===== config.mk =====
export PLATFORM = sky130hd
export DESIGN_NAME = ccff_chain_loader
export DESIGN_NICKNAME = d
export VERILOG_FILES = /design/src/rtl/ccff_chain_loader.sv
export SDC_FILE = /design/constraint.sdc
export NUM_CORES = 1
export LEC_CHECK = 0
export ABC_CLOCK_PERIOD_IN_PS = 6000
export BUFFER_PORTS_ARGS = -buffer_cell sky130_fd_sc_hd__buf_2
export CORE_ASPECT_RATIO = 0.6
export CORE_MARGIN = 1
export CORE_UTILIZATION = 54
export CTS_CLUSTER_SIZE = 16
export DETAILED_ROUTE_END_ITERATION = 12
export PLACE_DENSITY = 0.73
export SLEW_MARGIN = 25
export SYNTH_ARGS = -nofsm -noshare
export SYNTH_HDL_FRONTEND = slang
export SYNTH_SLANG_ARGS = --single-unit

===== constraint.sdc =====
create_clock -name prog_clk -period 6 [get_ports prog_clk]
set_clock_uncertainty 0.15 [all_clocks]
set_input_delay 0.9 -clock prog_clk [delete_from_list [all_inputs] [get_ports prog_clk]]
set_output_delay 0.9 -clock prog_clk [all_outputs]
set_load 0.02 [all_outputs]

===== src/rtl/ccff_chain_loader.sv =====
// rtl/ccff_chain_loader.sv - configuration-chain segment loader with CRC-8 readback verify
//
// Loads one ccff_head -> ccff_tail chain segment from a stream of bitstream
// words, then recirculates the chain once (tail -> head) while comparing the
// CRC-8 of the tail stream against the CRC-8 of the bits that were loaded.
//
// Ports:
//   prog_clk      programming clock, all state on the rising edge
//   pReset        asynchronous active-low reset
//   start         one-cycle pulse, begins a load when idle
//   cfg_data      bitstream word, bit 0 shifted first
//   cfg_valid     cfg_data valid
//   cfg_ready     word accepted when cfg_valid & cfg_ready
//   ccff_head     serial bit into the chain head
//   ccff_shift_en chain captures ccff_head on the next prog_clk edge
//   ccff_tail     serial bit from the chain tail
//   busy          high while loading or verifying
//   done          one-cycle pulse when verify completes
//   err           CRC mismatch, held until the next accepted start

module ccff_crc8_step (
    input  logic [7:0] crc_in,
    input  logic       bit_in,
    output logic [7:0] crc_out
);
    logic fb;

    assign fb      = crc_in[7] ^ bit_in;
    assign crc_out = {crc_in[6:0], 1'b0} ^ (fb ? 8'h07 : 8'h00);
endmodule

module ccff_chain_loader #(
    parameter int CHAIN_LEN = 9,
    parameter int WORD_W    = 8,
    parameter int CNT_W     = 16
) (
    input  logic              prog_clk,
    input  logic              pReset,
    input  logic              start,
    input  logic [WORD_W-1:0] cfg_data,
    input  logic              cfg_valid,
    output logic              cfg_ready,
    output logic              ccff_head,
    output logic              ccff_shift_en,
    input  logic              ccff_tail,
    output logic              busy,
    output logic              done,
    output logic              err
);
    localparam int REM_W = $clog2(WORD_W + 1);
    localparam logic [CNT_W-1:0] CHAIN_C  = CNT_W'(CHAIN_LEN);
    localparam logic [CNT_W-1:0] WORDS_C  = CNT_W'((CHAIN_LEN + WORD_W - 1) / WORD_W);
    localparam logic [REM_W-1:0] REM_FULL = REM_W'(WORD_W);

    typedef enum logic [1:0] {
        S_IDLE,
        S_LOAD,
        S_VERIFY,
        S_DONE
    } state_t;

    state_t            state_q,     state_d;
    logic [WORD_W-1:0] hold_q,      hold_d;
    logic              hold_full_q, hold_full_d;
    logic [WORD_W-1:0] shreg_q,     shreg_d;
    logic [REM_W-1:0]  rem_q,       rem_d;
    logic [CNT_W-1:0]  words_q,     words_d;
    logic [CNT_W-1:0]  bit_cnt_q,   bit_cnt_d;
    logic [CNT_W-1:0]  ver_cnt_q,   ver_cnt_d;
    logic [7:0]        load_crc_q,  load_crc_d;
    logic [7:0]        ver_crc_q,   ver_crc_d;
    logic              head_q,      head_d;
    logic              shift_en_q,  shift_en_d;
    logic              recirc_q,    recirc_d;
    logic              err_q,       err_d;

    logic              shift_fire;
    logic              shift_bit;
    logic [7:0]        load_crc_nxt;
    logic [7:0]        ver_crc_nxt;

    ccff_crc8_step u_load_crc (
        .crc_in  (load_crc_q),
        .bit_in  (shift_bit),
        .crc_out (load_crc_nxt)
    );

    ccff_crc8_step u_ver_crc (
        .crc_in  (ver_crc_q),
        .bit_in  (ccff_tail),
        .crc_out (ver_crc_nxt)
    );

    // Ready depends only on registered state, never on cfg_valid.
    assign cfg_ready     = (state_q == S_LOAD) && !hold_full_q && (words_q < WORDS_C);
    // recirc_q marks a verify shift cycle: the chain feeds itself tail -> head.
    assign ccff_head     = recirc_q ? ccff_tail : head_q;
    assign ccff_shift_en = shift_en_q;
    assign busy          = (state_q == S_LOAD) || (state_q == S_VERIFY);
    assign done          = (state_q == S_DONE);
    assign err           = err_q;

    always_comb begin
        state_d     = state_q;
        hold_d      = hold_q;
        hold_full_d = hold_full_q;
        shreg_d     = shreg_q;
        rem_d       = rem_q;
        words_d     = words_q;
        bit_cnt_d   = bit_cnt_q;
        ver_cnt_d   = ver_cnt_q;
        load_crc_d  = load_crc_q;
        ver_crc_d   = ver_crc_q;
        err_d       = err_q;
        head_d      = 1'b0;
        shift_en_d  = 1'b0;
        recirc_d    = 1'b0;
        shift_fire  = 1'b0;
        shift_bit   = 1'b0;

        case (state_q)
            S_IDLE: begin
                if (start) begin
                    state_d     = S_LOAD;
                    err_d       = 1'b0;
                    hold_d      = '0;
                    hold_full_d = 1'b0;
                    shreg_d     = '0;
                    rem_d       = '0;
                    words_d     = '0;
                    bit_cnt_d   = '0;
                    ver_cnt_d   = '0;
                    load_crc_d  = 8'h00;
                    ver_crc_d   = 8'h00;
                end
            end

            S_LOAD: begin
                if (cfg_valid && cfg_ready) begin
                    hold_d      = cfg_data;
                    hold_full_d = 1'b1;
                    words_d     = words_q + CNT_W'(1);
                end

                if (bit_cnt_q == CHAIN_C) begin
                    // Whole segment shifted; leftover word bits are dropped and
                    // the first recirculating shift is issued straight away.
                    state_d    = S_VERIFY;
                    shift_en_d = 1'b1;
                    recirc_d   = 1'b1;
                    ver_cnt_d  = CNT_W'(1);
                end else if (rem_q != '0) begin
                    shift_fire = 1'b1;
                    shift_bit  = shreg_q[0];
                    shreg_d    = shreg_q >> 1;
                    rem_d      = rem_q - REM_W'(1);
                    // Reload on the last bit so a waiting word follows gaplessly.
                    if ((rem_q == REM_W'(1)) && hold_full_q) begin
                        shreg_d     = hold_q;
                        rem_d       = REM_FULL;
                        hold_full_d = 1'b0;
                    end
                end else if (hold_full_q) begin
                    // Shift register empty: take bit 0 directly from the hold reg.
                    shift_fire  = 1'b1;
                    shift_bit   = hold_q[0];
                    shreg_d     = hold_q >> 1;
                    rem_d       = REM_FULL - REM_W'(1);
                    hold_full_d = 1'b0;
                end

                if (shift_fire) begin
                    head_d     = shift_bit;
                    shift_en_d = 1'b1;
                    bit_cnt_d  = bit_cnt_q + CNT_W'(1);
                    load_crc_d = load_crc_nxt;
                end
            end

            S_VERIFY: begin
                // The tail bit captured by the shift now completing is folded in.
                if (recirc_q) begin
                    ver_crc_d = ver_crc_nxt;
                end
                if (ver_cnt_q < CHAIN_C) begin
                    shift_en_d = 1'b1;
                    recirc_d   = 1'b1;
                    ver_cnt_d  = ver_cnt_q + CNT_W'(1);
                end else begin
                    state_d = S_DONE;
                    err_d   = (load_crc_q != ver_crc_d);
                end
            end

            S_DONE: begin
                state_d = S_IDLE;
            end

            default: begin
                state_d = S_IDLE;
            end
        endcase
    end

    always_ff @(posedge prog_clk or negedge pReset) begin
        if (!pReset) begin
            state_q     <= S_IDLE;
            hold_q      <= '0;
            hold_full_q <= 1'b0;
            shreg_q     <= '0;
            rem_q       <= '0;
            words_q     <= '0;
            bit_cnt_q   <= '0;
            ver_cnt_q   <= '0;
            load_crc_q  <= 8'h00;
            ver_crc_q   <= 8'h00;
            head_q      <= 1'b0;
            shift_en_q  <= 1'b0;
            recirc_q    <= 1'b0;
            err_q       <= 1'b0;
        end else begin
            state_q     <= state_d;
            hold_q      <= hold_d;
            hold_full_q <= hold_full_d;
            shreg_q     <= shreg_d;
            rem_q       <= rem_d;
            words_q     <= words_d;
            bit_cnt_q   <= bit_cnt_d;
            ver_cnt_q   <= ver_cnt_d;
            load_crc_q  <= load_crc_d;
            ver_crc_q   <= ver_crc_d;
            head_q      <= head_d;
            shift_en_q  <= shift_en_d;
            recirc_q    <= recirc_d;
            err_q       <= err_d;
        end
    end
endmodule


# --- After elaboration in Yosys (flattened, before gate mapping) ---
# Cells that the tools add are included.
# W data, S select, Z words.
classes:
  add_sub_neg: 4
  n_lt_le_gt_ge: 2
  eq_ne: 14
  muxes: 58
  bitwise_logic: 4
  n_reduce_logical: 19
ops:
  columns: ["operator", "count"]
  rows:
  - ["$mux W16", 5]
  - ["$mux W8", 9]
  - ["$pmux W16 S2", 2]
  - ["$pmux W8 S2", 4]
  - ["$add A16 B1 Y16 const B", 3]
  - ["$pmux W16 S3", 1]
  - ["$mux W1", 21]
  - ["$mux W4", 5]
  - ["$eq A16 B4 Y1 const B", 1]
  - ["$lt A16 B2 Y1 const B", 1]
  - ["$lt A16 B4 Y1 const B", 1]
  - ["$xor A8 B8 Y8", 2]
  - ["$reduce_and A3 Y1", 4]
  - ["$ne A2 B1 Y1 const B", 4]
  - ["$ne A8 B8 Y1", 1]
  - ["$pmux W1 S2", 4]
  - ["$pmux W2 S4", 1]
  - ["$pmux W4 S2", 1]
  - ["$reduce_and A4 Y1", 2]
  - ["$mux W2", 3]
  - ["$mux W3", 2]
  - ["$ne A2 B2 Y1 const B", 3]
  - ["$eq A2 B2 Y1 const B", 2]
  - ["$eq A4 B1 Y1 const B", 1]
  - ["other kinds (12)", 18]
totals:
  reg_bits: 91
  out_inout_bits: 6
  wordCells: 115

# --- Depth between registers and ports, before layout ---
# Gate-level depths: netlist of the first run.
logic_depth:
  word_depth: 9
  depth_mapped: 10

# --- Cells and area by module ---
# Synthesis of the first run repeated with hierarchy kept, for this count alone.
hier_totals:
  cells_unflattened: 526
  area_unflattened_um2: 5152.4
by_module_without_submodules:
  columns: ["mod", "instances", "cells_each", "area_each_um2"]
  rows:
  - ["ccff_chain_loader", 1, 508, 4949.7]
  - ["ccff_crc8_step", 2, 9, 101.3]

# --- Worst setup path after synthesis of the first run ---
# Ideal clock, no wire load.
synth_timing:
  path_kind: "reg2out"
  startpoint: "register recirc_q"
  endpoint: "output ccff_head"
  arrival_time_ns: 1.617
  required_time_ns: 4.950
  path_slack_ns: 3.333
  stages_incl_launch_ff: 5
  n_path_buf: 3
  cell_sequence: "dfrtp_1 clkbuf_1 buf_1 buf_1 mux2_2"
synth_between:
  elab_chain_len: 1
synth_rtl:
  columns: ["item", "line", "source"]
  rows:
  - ["from (decl)", "74", "logic recirc_q, recirc_d;"]
  - ["from (signal assigned)", "234", "recirc_q <= recirc_d;"]
  - ["$mux W1", "97", "assign ccff_head = recirc_q ? ccff_tail : head_q;"]
  - ["to (decl)", "43", "output logic ccff_head,"]
# Every way passes these cells.

# --- Final worst setup path of the first run ---
layout_timing:
  startpoint: "register state_q[1]"
  endpoint: "register bit_cnt_q[15]"
layout_between:
  elab_chain_len: 3
  word_cells_on_any_way: 7
  cone_classes: "3 x eq/ne; 1 x mux; 3 x reduce/logical"
layout_rtl:
  columns: ["item", "line", "source"]
  rows:
  - ["from (decl)", "62", "state_t state_q, state_d;"]
  - ["from (signal assigned)", "222", "state_q <= state_d;"]
  - ["$eq A2 B1 Y1 or $logic_not A2 Y1 (tied branches)", "121", "case (state_q)"]
  - ["$ne A2 B1 Y1 (no source line), or another cell as far along", null, null]
  - ["$reduce_and A3 Y1 (no source line)", null, null]
  - ["to (signal assigned)", "228", "bit_cnt_q <= bit_cnt_d;"]
  - ["to (decl)", "68", "logic [CNT_W-1:0] bit_cnt_q, bit_cnt_d;"]
# Parallel ways exist; a longest one is shown, timed or not.
# A chain may end at the register's enable or synchronous reset.

==> results.md, run 1 <==
* Worst Hold Class: in -> async
* Antenna diodes at 0
* RSZ-0062 raised after global routing: no
* Clk sinks at 91
* Ports at 19
* Synth top area cells: dfrtp_1 (48%), o21ai_0 (4.1%), nand2_1 (4.1%)
* Total CTS buffers at 9
* Synth area leader: dfrtp_1
* Multiplexer share of the synthesized area at 0.0321
* Setup-failing EPs final at 0
* Setup TNS Final at 0 ns
* Vias post-DR at 3630
* Most common flop cell mapped by yosys: dfrtp_1
* First-pass GRT wire length at 17300 microns
* Arrival time worst endpoint at 3.53 ns
* DR iter-0 viols at about 320
* Core Util, Final at 0.615
* Initial antenna violation count at 0
* Rows at 26
* GPL Wtd Cong at 0.843
* Layout cells sized above 1 at 0.111
* HPWL Detailed at ~7000 microns
* Synth warn at 0
* Ys async rst share at 1.00
* Placed instance area at just under 5000 sq um
* IO Port Bufs at 18
* CTS root buf: clkbuf_16
* Register area at 2280 sq um
* Leak at 0.00226 uW
* Mean post-synth cell area at 9.74 sq um
* Synthesized cell area at 4750 sq um
* Simple-gate share of the synthesized area at 0.190
* Fin area at ~5200 sq um
* Top-area cell type share of the netlist area at 0.479
* # Max-Cap Violations at 0
* Clock Latency Late Sink at 0.34 ns
* Period utilisation layout at 0.577
* GR Util All Layers at 0.248
* Max_slew headroom at 0.433
* Clk buf depth at 2
* H-tree depth at 3
* Largest net degree at the start of global routing at 85
* Least-Margin Pin Slew at 0.851 ns
* Hold_buf cts at 0
* Post-DRT Antenna Nets at 0
* Mapped Nets at 513
* Die area at 9190 sq um
* Post-synth EDFFs at 0
* Largest family of logic cells by synthesized area: simple AND/OR/NAND/NOR gates
* DRC violation count after routing at 0
* CTS clk-pin slew, worst paths at ~0.060 ns
* Adder and majority cell fraction of the synthesized area at 0.0316
* CP required at slightly above 6 ns
* Die width at 123 microns
* Complex-gate fraction of the synthesized area at 0.172
* Initial Util at 0.558
* Synth-to-Final Area Change at 10.2%
* Fmax at 289 MHz
* Hold Fails Final Rpt at 0
* Setup repair bufs after CTS at 0
* Final Max Slew Viols at 0
* Seq/Total Area, Yosys at 0.479
* Post-CTS Resized at 0
* Vias per cell at 5.88
* Pre-Repair DR Iteration Count at 5
* Final Critical Period at about 3.5 ns
* Core area at 8520 sq um
* NumNets Final at about 530
* Vias in the first global route at between 3000 and 4000
* Worst vdd ir at 0.000207 V
* Final hold slack at 0.217 ns
* Power density cells at roughly 430 nW/um^2
* Yosys reg bits at 91
* Startpoint types: register
* Critical path type: reg -> reg
* Routed len/inst at roughly 16 microns
* Post-Synth XOR/XNOR Area at 0.0500
* Final WL at a little over 10000 microns
* Filler cells at 720
* Mapped Cells at 488
* Status: finished, final reports clean
* Die Y at 74.7 microns
* Critical path peak fanout at 30
* CTS tree: yes
* Endpoint class of the critical path: register
* Synth unique cells at 61
* Multi-input gate area at about 2300 sq um
* Total grt overflow at 0
layer usage:
metal | up-vias | track usage | routed length (microns)
met3 | 10 | 0.0538 | 433
met4 | 0 | 0.0750 | 117
met1 | 1772 | 0.358 | 5150
li1 | 1754 | - | -
met5 | - | 0 | 0
met2 | 94 | 0.380 | 4470
layout make-up:
type / count / area share
repair buffers: 22 / 0.0280
well taps: 112 / 0.0268
multi-input cells: 349 / 0.434
clock buffers: 13 / 0.0535
clock inverters: 3 / 0.00382
flip-flops and latches: 91 / 0.435
inverters: 27 / 0.0194
flip-flops by register name (all words and copies together) (netlist names), 2 cells and up:
| signal | flops |
|---|---|
| bit_cnt_q | 16 |
| hold_q | 8 |
| load_crc_q | 8 |
| rem_q | 4 |
| shreg_q | 8 |
| state_q | 2 |
| ver_cnt_q | 16 |
| ver_crc_q | 8 |
| words_q | 16 |
critical path: stages, from the launching register on:
cell	delay (ns)
dfrtp_1	0.40
inv_1	0.13
ha_1	0.52
inv_1	0.24
o21ai_0	0.61
o221ai_4	0.43
buf_16	0.29
nor4_1	0.36
xnor2_1	0.16
nor2_1	0.06
cells in the mapped netlist (2+ instances only):
cell and n:
a31oi_1 9, nor2_1 47, mux2_2 2, a41oi_1 3
a2111oi_4 2, o211ai_1 4, inv_1 27, o2111ai_1 2
nand2b_1 4, clkbuf_1 12, dfrtp_1 91, a32oi_1 2
ha_1 12, o221ai_1 2, o22ai_1 5, and3_1 6
buf_4 2, nor4_1 8, and2_1 14, xor2_1 2
or4_4 3, mux2i_1 13, nor2b_1 4, nand4_1 5
xnor3_1 2, a22o_1 4, or3_1 2, a22oi_1 7
o31ai_1 4, o21ai_0 39, xnor2_1 20, or4_1 4
nand3_1 11, buf_1 3, nand2_1 52, buf_2 2
nor3_1 14, a221oi_1 4, a21oi_1 17
through the flow:
step | total power (uW) | instances | worst slack (ns)
floorplan | 1480 | 488 | 3.33
global placement | 1620 | 600 | 2.73
detailed placement | 1680 | 601 | 2.56
CTS | 2250 | 617 | 2.52
global route | 2380 | 617 | 2.21
finish | 2240 | 617 | 2.54
layout by cell type, fill, tap and decap left out, drive strengths merged, types with 13 or more instances in the layout:
master	n
a21oi	17
and2	15
buf	22
clkbuf	13
dfrtp	91
inv	27
mux2i	13
nand2	53
nor2	47
nor3	15
o21ai	40
xnor2	20
report_power, final:
| part | switching, uW | internal [uW] | total [uW] |
|---|---|---|---|
| Combinational | 563 | 307 | 870 |
| Sequential | 108 | 707 | 816 |
| Clock | 229 | 325 | 555 |
worst paths after layout:
| path | start | to | depth (start not counted) | slack, ns |
|---|---|---|---|---|
| setup / recovery | state_q[1]$_DFFE_PN0P_ | bit_cnt_q[15]$_DFFE_PN0P_ | 9 | 2.54 |
| hold / removal | pReset | bit_cnt_q[9]$_DFFE_PN0P_ | 1 | 0.22 |
| setup reg to reg | state_q[1]$_DFFE_PN0P_ | bit_cnt_q[15]$_DFFE_PN0P_ | 9 | 2.54 |
| hold reg to reg | words_q[4]$_DFFE_PN0P_ | words_q[4]$_DFFE_PN0P_ | 1 | 0.33 |
| max in group asynchronous | pReset | ver_cnt_q[10]$_DFFE_PN0P_ | 2 | 4.51 |
| min in group prog_clk | words_q[4]$_DFFE_PN0P_ | words_q[4]$_DFFE_PN0P_ | 1 | 0.33 |
cells by family (layout without fill, tap and decap cells):
kind of cell,count (synthesis),in the layout
adders and majority gates,12,12
and+or+nand+nor,183,183
muxes,15,15
buffers and inverters,48,65
AOI/OAI and AO/OA,115,115
DFF,91,91
xor gates and xnor gates,24,24
No activity file was read; power rests on OpenSTA's default activity.
==> run 2: changes to the inputs <==
--- a/config.mk
+++ b/config.mk
@@ -5,7 +5,8 @@
 export SDC_FILE = /design/constraint.sdc
 export NUM_CORES = 1
 export LEC_CHECK = 0
-export ABC_CLOCK_PERIOD_IN_PS = 6000
+export ABC_AREA = 1
+export ABC_CLOCK_PERIOD_IN_PS = 3600
 export BUFFER_PORTS_ARGS = -buffer_cell sky130_fd_sc_hd__buf_2
 export CORE_ASPECT_RATIO = 0.6
 export CORE_MARGIN = 1
==> constraint.sdc (replaced) <==
create_clock -name prog_clk -period 3.6 [get_ports prog_clk]
set_clock_uncertainty 0.15 [all_clocks]
set_input_delay 0.54 -clock prog_clk [delete_from_list [all_inputs] [get_ports prog_clk]]
set_output_delay 0.54 -clock prog_clk [all_outputs]
set_load 0.02 [all_outputs]
==> run 2 against run 1 <==
Sequential power up 58%. Global-route usage up 0.13 points. Largest power group unchanged. Sequential cell count unchanged. Highest routed layer unchanged. Largest cell class unchanged. Design area up 3.8%. Clock power up 89%.
==> results.md, run 2 <==
* Setup TNS Final at 0 ns (unchanged)
* Combinational power share at 0.395 (was 0.388)
* Most common cell after layout, fill and taps aside: nand2_1 (was dfrtp_1)
* Synth-to-Final Area Change at 9.28% (was 10.2%)
* CTS tree: yes (unchanged)
* Ys async rst share at 1.00 (unchanged)
* Initial Util at 0.571 (was 0.558)
* Synth unique cells at 40 (was 61)
* Critical path peak fanout at 9 (was 30)
* Clk sinks at 91 (unchanged)
* Antenna diodes at 0 (unchanged)
* Final WL at 10900 microns (was 10200 microns)
* Crit path max-delay family: buffers and inverters (was compound AO/OA/AOI/OAI gates)
* Endpoint class of the critical path: output pin (was register)
* Biggest regs: bit_cnt_q x16, ver_cnt_q x16, words_q x16 (unchanged)
* Filler cells at 763 (was 720)
* CP Cell Sequence: inv_1, ha_1, inv_4, nor2_4, nand4_2, nor2_1, buf_2 (was inv_1, ha_1, inv_1, o21ai_0, o221ai_4, buf_16, nor4_1, xnor2_1, nor2_1)
* Largest net degree at the start of global routing at 63 (was 85)
* Least-Margin Pin Slew at 0.772 ns (was 0.851 ns)
* Most frequent cell after synthesis: nand2_1 (was dfrtp_1)
* Critical path type: reg -> out (was reg -> reg)
* Layout cells sized above 1 at 0.111 (about the same)
* Synth warn at 0 (unchanged)
* HPWL Detailed at 7930 microns (was 6980 microns)
* Hold Fails Final Rpt at 0 (unchanged)
* CP required at 2.91 ns (was 6.07 ns)
* Synth area leader: dfrtp_1 (unchanged)
* NumNets Final at 679 (was 525)
* Post-synth EDFFs at 0 (unchanged)
* Arrival time worst endpoint at 1.91 ns (was 3.53 ns)
* DR iter-0 viols at 424 (was 317)
* CP peak stage delay at 0.41 ns (was 0.61 ns)
* Initial antenna violation count at 0 (unchanged)
* Synth top area cells: dfrtp_1 (46%), nand2_1 (11%), nand3_1 (7.1%) (was dfrtp_1 (48%), o21ai_0 (4.1%), nand2_1 (4.1%))
* Ports at 19 (unchanged)
* Clock network fraction of design power at 0.271 (was 0.248)
* GPL Wtd Cong at 0.939 (was 0.843)
* Worst vdd ir at 0.000407 V (was 0.000207 V)
* Sw Pwr at 1660 uW (was 901 uW)
* Most common flop cell mapped by yosys: dfrtp_1 (unchanged)
* Seq/Total Area, Yosys at 0.458 (was 0.479)
* Total CTS buffers at 9 (unchanged)
* Rows at 26 (unchanged)
* Max_slew headroom at 0.485 (was 0.433)
* Worst Hold Class: in -> async (unchanged)
* Total grt overflow at 0 (unchanged)
* Clk buf depth at 2 (unchanged)
* GR Util All Layers at 0.249 (was 0.248)
* Slowest-stage cell, CP: dfrtp_1 (was o21ai_0)
* Die Y at 76.4 microns (was 74.7 microns)
* Sw frac at 0.428 (was 0.402)
* CTS clk-pin slew, worst paths at 0.06 ns (about the same)
* Vias per cell at 5.40 (was 5.88)
* Post-DRT Antenna Nets at 0 (unchanged)
* Mapped Cells at 639 (was 488)
* Setup repair bufs after CTS at 0 (unchanged)
* First-pass GRT wire length at 18800 microns (was 17300 microns)
* Internal power at 2220 uW (was 1340 uW)
* Setup-failing EPs final at 0 (unchanged)
* CP bufs+invs at 3 (unchanged)
* Post-CTS Resized at 0 (unchanged)
* Power density cells at 713 nW/um^2 (was 428 nW/um^2)
* Final Max Slew Viols at 0 (unchanged)
* Top-area cell type share of the netlist area at 0.458 (was 0.479)
* Register area at 2280 sq um (unchanged)
* CTS root buf: clkbuf_16 (unchanged)
* Pre-Repair DR Iteration Count at 5 (unchanged)
* Hold_buf cts at 0 (unchanged)
* Status: finished, final reports clean (unchanged)
* Vias post-DR at 4163 (was 3630)
* Fmax at 385 MHz
* Mean post-synth cell area at 7.79 sq um (was 9.74 sq um)
* Seq pwr share at 0.334 (was 0.364)
* Total Power at 3880 uW (was 2240 uW)
* Synthesized cell area at 4980 sq um (was 4750 sq um)
* IO Port Bufs at 18 (unchanged)
* Final Critical Period at 2.60 ns
* DRC violation count after routing at 0 (unchanged)
* Period utilisation layout at 0.722
* Startpoint types: register (unchanged)
* Die width at 126 microns (was 123 microns)
* Multi-input gate area at 2180 sq um (was 2270 sq um)
* Mapped Nets at 664 (was 513)
* Most frequent cells after synthesis: nand2_1 (149), inv_1 (93), dfrtp_1 (91) (was dfrtp_1 (91), nand2_1 (52), nor2_1 (47))
* Routed len/inst at 14.2 microns (was 16.5 microns)
* Die area at 9620 sq um (was 9190 sq um)
* Clock Latency Late Sink at 0.34 ns (about the same)
* # Max-Cap Violations at 0 (unchanged)
* H-tree depth at 3 (unchanged)
* Leak at 0.00263 uW (was 0.00226 uW)
* Yosys reg bits at 91 (unchanged)
* Commonest non-fill, non-tap cells in the layout: nand2_1 (149), inv_1 (93), dfrtp_1 (91) (was dfrtp_1 (91), nand2_1 (52), nor2_1 (47))
* Reg-to-reg slack, setup at 1.10 ns (was 2.54 ns)
* RSZ-0062 raised after global routing: no (unchanged)
* Vias in the first global route at 3843 (was 3519)
* Core area at 8720 sq um (was 8520 sq um)
## run 2: final timing paths
check / from / end / cells past startpoint
hold / removal: pReset / bit_cnt_q[6]$_DFFE_PN0P_ / 1
hold reg to reg: err$_DFFE_PN0P_ / err$_DFFE_PN0P_ / 2
setup reg to reg: state_q[1]$_DFFE_PN0P_ / words_q[1]$_DFFE_PN0P_ / 9
min in group prog_clk: cfg_data[3] / hold_q[3]$_DFFE_PN0P_ / 3
max in group asynchronous: pReset / ver_cnt_q[6]$_DFFE_PN0P_ / 2
setup / recovery: state_q[1]$_DFFE_PN0P_ / cfg_ready / 7
## run 2: cell families (layout without fill, tap and decap cells)
logic type | Yosys count | count (layout) | share of synthesized area
fa+ha+maj | 12 | 12 | 0.0302
xor+xnor | 7 | 7 | 0.0123
simple gates | 330 | 330 | 0.302
compound gates | 81 | 81 | 0.0938
flops | 91 | 91 | 0.458
buf+inv | 118 | 138 | 0.104
## run 2: routing by layer
metal	share of wire	global-route usage	wire (microns)	up-vias
met5	0	0	0	-
met4	0.0080	0.0542	87	0
met3	0.062	0.0639	677	10
met2	0.41	0.346	4510	119
met1	0.52	0.386	5660	1957
li1	-	-	-	2077
## run 2: cell type report
type,count,area share
Timing Repair Buffer,21,0.0212
Inverter,101,0.0716
Clock buffer,10,0.0439
Clock inverter,6,0.0175
Multi-Input combinational cell,430,0.401
Tap cell,112,0.0258
Sequential cell,91,0.419
## run 2: metrics by stage
stage / instance area, sq um / hold WS [ns] / std cells / util / setup WS [ns]
floorplan: 4980 / 0.0944 / 639 / - / 1.58
global placement: 5100 / 0.308 / 755 / 0.585 / 1.24
detailed placement: 5100 / 0.314 / 755 / 0.585 / 1.13
CTS: 5440 / 0.157 / 771 / 0.624 / 0.993
global route: 5440 / 0.201 / 771 / 0.624 / 0.855
finish: 5440 / 0.116 / 771 / 0.624 / 1.00
## run 2: power by group through the flow
stage               clock (uW)  combinational [uW]  sequential (uW)
global placement             0                1470             1310
finish                    1050                1530             1290
global route              1120                1720             1310
detailed placement           0                1510             1310
CTS                       1070                1530             1290
floorplan                    0                1310             1270
